[src/rtl/pulse_kernel_rom.sv]
// pulse_kernel_rom
// Turns two asynchronous push-button levels into single-cycle pulses for
// brightness up/down, and serves two constant binomial (Gaussian) blur
// kernels, 11x11 and 5x5, through registered read ports.

module pulse_kernel_rom #(
  parameter bit KEY_ACTIVE_LOW = 1'b1
) (
  input  logic        i_clk,
  input  logic        i_rst,
  input  logic        i_key_inc,
  input  logic        i_key_dec,
  output logic        o_inc_pulse,
  output logic        o_dec_pulse,
  input  logic        i_rd_en11,
  input  logic [6:0]  i_addr11,
  output logic [15:0] o_data11,
  input  logic        i_rd_en5,
  input  logic [4:0]  i_addr5,
  output logic [7:0]  o_data5
);

  // Row 10 of Pascal's triangle: one axis of the 11x11 kernel.
  function automatic int binom11(input int k);
    case (k)
      0, 10:   binom11 = 1;
      1, 9:    binom11 = 10;
      2, 8:    binom11 = 45;
      3, 7:    binom11 = 120;
      4, 6:    binom11 = 210;
      5:       binom11 = 252;
      default: binom11 = 0;
    endcase
  endfunction

  // Row 4 of Pascal's triangle: one axis of the 5x5 kernel.
  function automatic int gauss5(input int k);
    case (k)
      0, 4:    gauss5 = 1;
      1, 3:    gauss5 = 4;
      2:       gauss5 = 6;
      default: gauss5 = 0;
    endcase
  endfunction

  logic w_inc_act;
  logic w_dec_act;
  logic r_inc_s1, r_inc_s2, r_inc_prev;
  logic r_dec_s1, r_dec_s2, r_dec_prev;

  // Polarity is folded in before synchronisation so every flop holds "pressed".
  assign w_inc_act = i_key_inc ^ KEY_ACTIVE_LOW;
  assign w_dec_act = i_key_dec ^ KEY_ACTIVE_LOW;

  // Two-flop synchroniser plus a history flop for each key channel.
  always_ff @(posedge i_clk) begin
    if (i_rst) begin
      r_inc_s1   <= 1'b0;
      r_inc_s2   <= 1'b0;
      r_inc_prev <= 1'b0;
      r_dec_s1   <= 1'b0;
      r_dec_s2   <= 1'b0;
      r_dec_prev <= 1'b0;
    end else begin
      r_inc_s1   <= w_inc_act;
      r_inc_s2   <= r_inc_s1;
      r_inc_prev <= r_inc_s2;
      r_dec_s1   <= w_dec_act;
      r_dec_s2   <= r_dec_s1;
      r_dec_prev <= r_dec_s2;
    end
  end

  // Rising edge of the synchronised level; release edges are ignored.
  assign o_inc_pulse = r_inc_s2 & ~r_inc_prev;
  assign o_dec_pulse = r_dec_s2 & ~r_dec_prev;

  // Tables are padded to the full address space with zeros so that
  // out-of-range addresses read 0 without a separate range compare.
  logic [15:0] w_rom11 [0:127];
  logic [7:0]  w_rom5  [0:31];

  for (genvar gi = 0; gi < 128; gi++) begin : g_rom11
    if (gi < 121) begin : g_used
      assign w_rom11[gi] = 16'(binom11(gi / 11) * binom11(gi % 11));
    end else begin : g_pad
      assign w_rom11[gi] = 16'd0;
    end
  end

  for (genvar gj = 0; gj < 32; gj++) begin : g_rom5
    if (gj < 25) begin : g_used
      assign w_rom5[gj] = 8'(gauss5(gj / 5) * gauss5(gj % 5));
    end else begin : g_pad
      assign w_rom5[gj] = 8'd0;
    end
  end

  // Registered 11x11 read; reset wins over a pending read, idle holds.
  always_ff @(posedge i_clk) begin
    if (i_rst) begin
      o_data11 <= 16'd0;
    end else if (i_rd_en11) begin
      o_data11 <= w_rom11[i_addr11];
    end
  end

  // Registered 5x5 read; reset wins over a pending read, idle holds.
  always_ff @(posedge i_clk) begin
    if (i_rst) begin
      o_data5 <= 8'd0;
    end else if (i_rd_en5) begin
      o_data5 <= w_rom5[i_addr5];
    end
  end

endmodule

[config.mk]
export PLATFORM = sky130hd
export DESIGN_NAME = pulse_kernel_rom
export DESIGN_NICKNAME = d
export VERILOG_FILES = /design/src/rtl/pulse_kernel_rom.sv
export SDC_FILE = /design/constraint.sdc
export NUM_CORES = 1
export LEC_CHECK = 0
export ABC_AREA = 1
export CORE_MARGIN = 5
export CORE_UTILIZATION = 51
export DETAILED_ROUTE_END_ITERATION = 6
export PLACE_DENSITY = 0.78
export SETUP_SLACK_MARGIN = 0.3
export SYNTH_ARGS = -nofsm -noshare
export SYNTH_HDL_FRONTEND = slang
export SYNTH_SLANG_ARGS = --single-unit
[constraint.sdc]
create_clock -name i_clk -period 2.2 [get_ports i_clk]
set_clock_uncertainty 0.15 [all_clocks]
set_input_delay 0.55 -clock i_clk [delete_from_list [all_inputs] [get_ports i_clk]]
set_output_delay 0.55 -clock i_clk [all_outputs]
set_load 0.03 [all_outputs]
# Yosys cells after proc, flatten, opt, wreduce, memory -nomap -nowiden
# Memories as Yosys holds them, arrays and structs flattened. A register that Yosys moved wholly into a read port is not among the register bits.
# Cells that the tools add are included.
[op_classes]
add_sub_neg = 0
multipliers = 0
div = 0
n_lt_le_gt_ge = 0
n_eq_ne = 0
n_shift = 0
mux = 0
n_bitwise = 8
n_reduce_logical = 0
[op_table]
columns = ["op", "n"]
rows = [
  ["$not 7->8", 1],
  ["$not 5->6", 1],
  ["$not 1->1", 4],
  ["$and 1x1->1", 2],
]
[word_totals]
reg_bits = 6
latchBits = 0
ram_bits = 0
mem_bits_ro = 2304
inputBits = 18
out_inout_bits = 26
wordCells = 16
mem_count = 2
[mem_list]
columns = ["memory", "depth", "width", "rd", "rd_clocked_by_memory_dff", "write_ports", "line", "text"]
rows = [
  ["(no name shown)", 128, 16, 1, 1, 0, "104", "o_data11 <= w_rom11[i_addr11];"],
  ["(no name shown)", 32, 8, 1, 1, 0, "113", "o_data5 <= w_rom5[i_addr5];"],
]

# Longest topological paths before layout
[depth]
ltp_word = 2
ltp_mapped = 13

# Worst setup path before layout
# Ideal clock, no wire load.
[synth_path]
kind = "input -> register"
from = "input i_addr11[0]"
to = "register o_data11[3]"
setup_ns = 0.117
t_arrival_ns = 1.914
required_ns = 1.933
slack_ns = 0.018
path_stages = 11
n_path_buf = 1
cell_sequence = "inv_1 > ha_1 > buf_2 > nand2_1 > inv_1 > o21ai_0 > nand2_1 > o21ai_1 > nand3_1 > nor2_1 > nor2_1"
[synth_between]
elab_chain_cells = 1
[synth_rtl]
columns = ["item", "line", "text"]
rows = [
  ["start, declared", "16", "input logic [6:0] i_addr11,"],
  ["$not 7->8 (implied by the code)", "104", ""],
  ["end, declared", "17", "output logic [15:0] o_data11,"],
]
# Every way passes these cells.
# A chain may end at the register's enable or synchronous reset.

# Worst setup path after layout
[layout_path]
from = "input i_addr11[2]"
to = "register o_data11[3]"
# The elaborated chain is that of the path after synthesis.

==> metrics.csv <==
stage,metric,value,unit
run_status,status,"complete, but fails checks",
run_status,violations,DRC,
detailed_routing,dr.pass1.iters,7,
timing,setup_viol,0,
global_routing,grt_pass1_wl,25400,µm
clock_tree,cts_tree,built,
layout,diodes,0,
layout,stdcell_area,5210,µm²
setup_path,r2r_end,o_data11[10]$_SDFFE_PP0P_,
setup_path,reg2reg_depth,2,
layout,fin_nets,788,
detailed_routing,wl,17100,µm
global_routing,grtUsageTotal,0.377,
min_path,holdPathEnd,r_dec_s2$_SDFF_PP0_,
min_path,holdCritPathClass,reg2reg,
setup_path,path_max_fanout,6,
floorplanning,coreArea,6390,µm²
detailed_routing,wl_per_cell,20.7,µm
floorplanning,die_y,91.1,µm
detailed_routing,route.detailed.drc,59,
floorplanning,rows,29,
setup_path,required,2.22,ns
placement,place_hpwl,12300,µm
floorplanning,die_area,8300,µm²
synth,yosysWarnings,0,
global_routing,overflow,0,
synth,ys_seq_area_frac,0.167,
layout,area_delta_synth_final,55.4,%
layout,utilization,0.816,
setup_path,r2r_start,o_data11[10]$_SDFFE_PP0P_,
power,p_leak,0.00266,µW
timing,finalHoldViolCount,0,
placement,routabilityCongestion,1.13,
clock_tree,clk_pin_slew,0.10,ns
timing,hold_slack,0.259,ns
synth,ys.flop_type,dfxtp_1,
placement,place_ws,-0.556,ns
synth,synth.ff_latch_count,28,
min_path,whs_path_depth,2,
timing,rsz0062_at_grt,true,
min_path,worstHoldStart,r_dec_s1$_SDFF_PP0_,
global_routing,grt_max_degree,23,
setup_path,cp.arrival,2.03,ns
floorplanning,initial_core_util,0.525,
clock_tree,hold_buffers,0,
setup_path,path_class,in2reg,
clock_tree,cts_root_buffer,clkbuf_8,
floorplanning,die_w,91.1,µm
detailed_routing,final_antenna_net_count,0,
placement,dpl_cell_area,4690,µm²
timing,worst_slack,0.195,ns
synth,yosys.cell_types.count,38,
synth,syn_avg_cell_area,5.76,µm²
timing,min_period,2.00,ns
job,cap_violations,0,
detailed_routing,first_iter_violations,906,
clock_tree,cts.sinks,28,
timing,max_freq,499,MHz
timing,post-route-period-util,0.911,
clock_tree,htree_levels,1,
timing,setup_tns,0,ns
placement,io_buffers,41,
synth,synth_edf_count,0,
global_routing,grt_pass1_vias,4929,
synth,syn-instance-count,582,
global_routing,antenna_found_initial,0,
clock_tree,clock_tree.buffer_depth,2,
setup_path,r2r_slack,1.34,ns
power,p_per_area,387,nW/µm²
clock_tree,cts_inserted_buffers,3,
synth,async_flop_share,0,
power,ir_drop,0.492,mV
detailed_routing,vias,5301,
synth,netlist_area,3350,µm²
clock_tree,clkLatencyLatePin,0.27,ns
layout,drive_above_1_share,0.325,
floorplanning,pin_count,44,
setup_path,cp-start-kind,primary input,
timing,drv_slew,0,
setup_path,cp-end-kind,flip-flop,
detailed_routing,via_per_inst,6.41,
## per-layer routing
layer  track usage  routed length (µm)
met1         0.471                5810
met2         0.578                7350
met3         0.117                2560
met4         0.202                1430
met5             0                   0
## Yosys cell counts, types with 2 or more instances
| library cell | number | share of area |
|---|---|---|
| nand2_1 | 182 | 0.20 |
| nand3_1 | 58 | 0.087 |
| o21ai_0 | 57 | 0.085 |
| nor2_1 | 50 | 0.056 |
| inv_1 | 45 | 0.050 |
| a21oi_1 | 40 | 0.060 |
| dfxtp_1 | 28 | 0.17 |
| ha_1 | 19 | 0.071 |
| buf_6 | 14 | 0.047 |
| nand2_2 | 10 | 0.019 |
| o21ai_1 | 10 | 0.015 |
| nand4_1 | 8 | 0.015 |
| a31oi_1 | 7 | 0.013 |
| clkbuf_1 | 7 | 0.0078 |
| nor2_2 | 6 | 0.011 |
| buf_2 | 4 | 0.0060 |
| inv_2 | 4 | 0.0045 |
| nor2_4 | 4 | 0.013 |
| buf_4 | 3 | 0.0067 |
| o211ai_1 | 3 | 0.0067 |
| a41oi_1 | 2 | 0.0052 |
| clkinv_1 | 2 | 0.0022 |
| nand3b_1 | 2 | 0.0045 |
| o21ai_2 | 2 | 0.0052 |
| o22ai_1 | 2 | 0.0037 |
## logic make-up after synthesis
| logic type | count (synthesis) | share of synthesized area |
|---|---|---|
| compound gates | 130 | 0.210 |
| flops | 28 | 0.167 |
| simple gates | 322 | 0.418 |
| fa+ha+maj | 19 | 0.0709 |
| other cells | 1 | 0.00112 |
| buf+inv | 82 | 0.132 |
## through the flow
stage	power, µW	instances
3_3_place_gp	1450	800
2_1_floorplan	1050	583
6_report	2020	827
5_1_grt	2090	827
3_5_place_dp	1460	800
4_1_cts	1910	818
## worst max-delay path by stage
stage                      startpoint                       end  slack (ns)  depth (start not counted)
after floorplan           i_addr11[0]  o_data11[6]$_SDFFE_PP0P_        0.23                         12
after global placement    i_addr11[0]  o_data11[7]$_SDFFE_PP0P_       -0.52                         12
after detailed placement  i_addr11[0]  o_data11[2]$_SDFFE_PP0P_       -0.56                         11
after CTS                 i_addr11[0]  o_data11[2]$_SDFFE_PP0P_        0.25                         12
after global routing      i_addr11[0]  o_data11[8]$_SDFFE_PP0P_        0.19                         12
final                     i_addr11[2]  o_data11[3]$_SDFFE_PP0P_        0.20                         10
## power breakdown
part	internal [µW]	switching, µW
Sequential	539	16.9
Combinational	421	635
Clock	244	164
## placed cells by master, fill, tap and decap left out, types with 21 or more instances in the layout
cell type | Yosys | routed
nor2_1 | 50 | 44
dlygate4sd2_1 | 0 | 25
a21oi_1 | 40 | 35
buf_4 | 3 | 134
dfxtp_1 | 28 | 28
nand3_1 | 58 | 51
inv_1 | 45 | 38
nand2_2 | 10 | 21
o21ai_1 | 10 | 25
o21ai_0 | 57 | 40
nand2_1 | 182 | 166
## flip-flops by register name (all words and copies together), names as in the netlist
signal and count:
o_data11 16, o_data5 6, r_dec_prev 1, r_dec_s1 1, r_dec_s2 1, r_inc_prev 1
r_inc_s1 1, r_inc_s2 1
## critical path: stages
cell and delay (ns):
clkbuf_4 0.18, clkinvlp_4 0.28, buf_4 0.26, o21ai_4 0.15, buf_6 0.14, o21ai_0 0.07
o21ai_1 0.15, nand3_1 0.08, nor2_1 0.12, nor2_1 0.05
## area by class of cell
type	instances	area (µm²)
Multi-Input combinational cell	473	2630
Timing Repair Buffer	191	1620
Clock buffer	3	41.3
Tap cell	77	96.3
Inverter	53	223
Clock inverter	1	30.0
Fill cell	439	1170
Timing Repair inverter	1	7.51
Sequential cell	28	561
## what timing repair did
action                     4_1_cts  5_1_grt
pin swaps                       17       16
gates cloned                     1        0
setup endpoints to repair       40       19
setup buffers                   13        9
resized for setup               97       41
No activity file was read; power rests on OpenSTA's default activity.
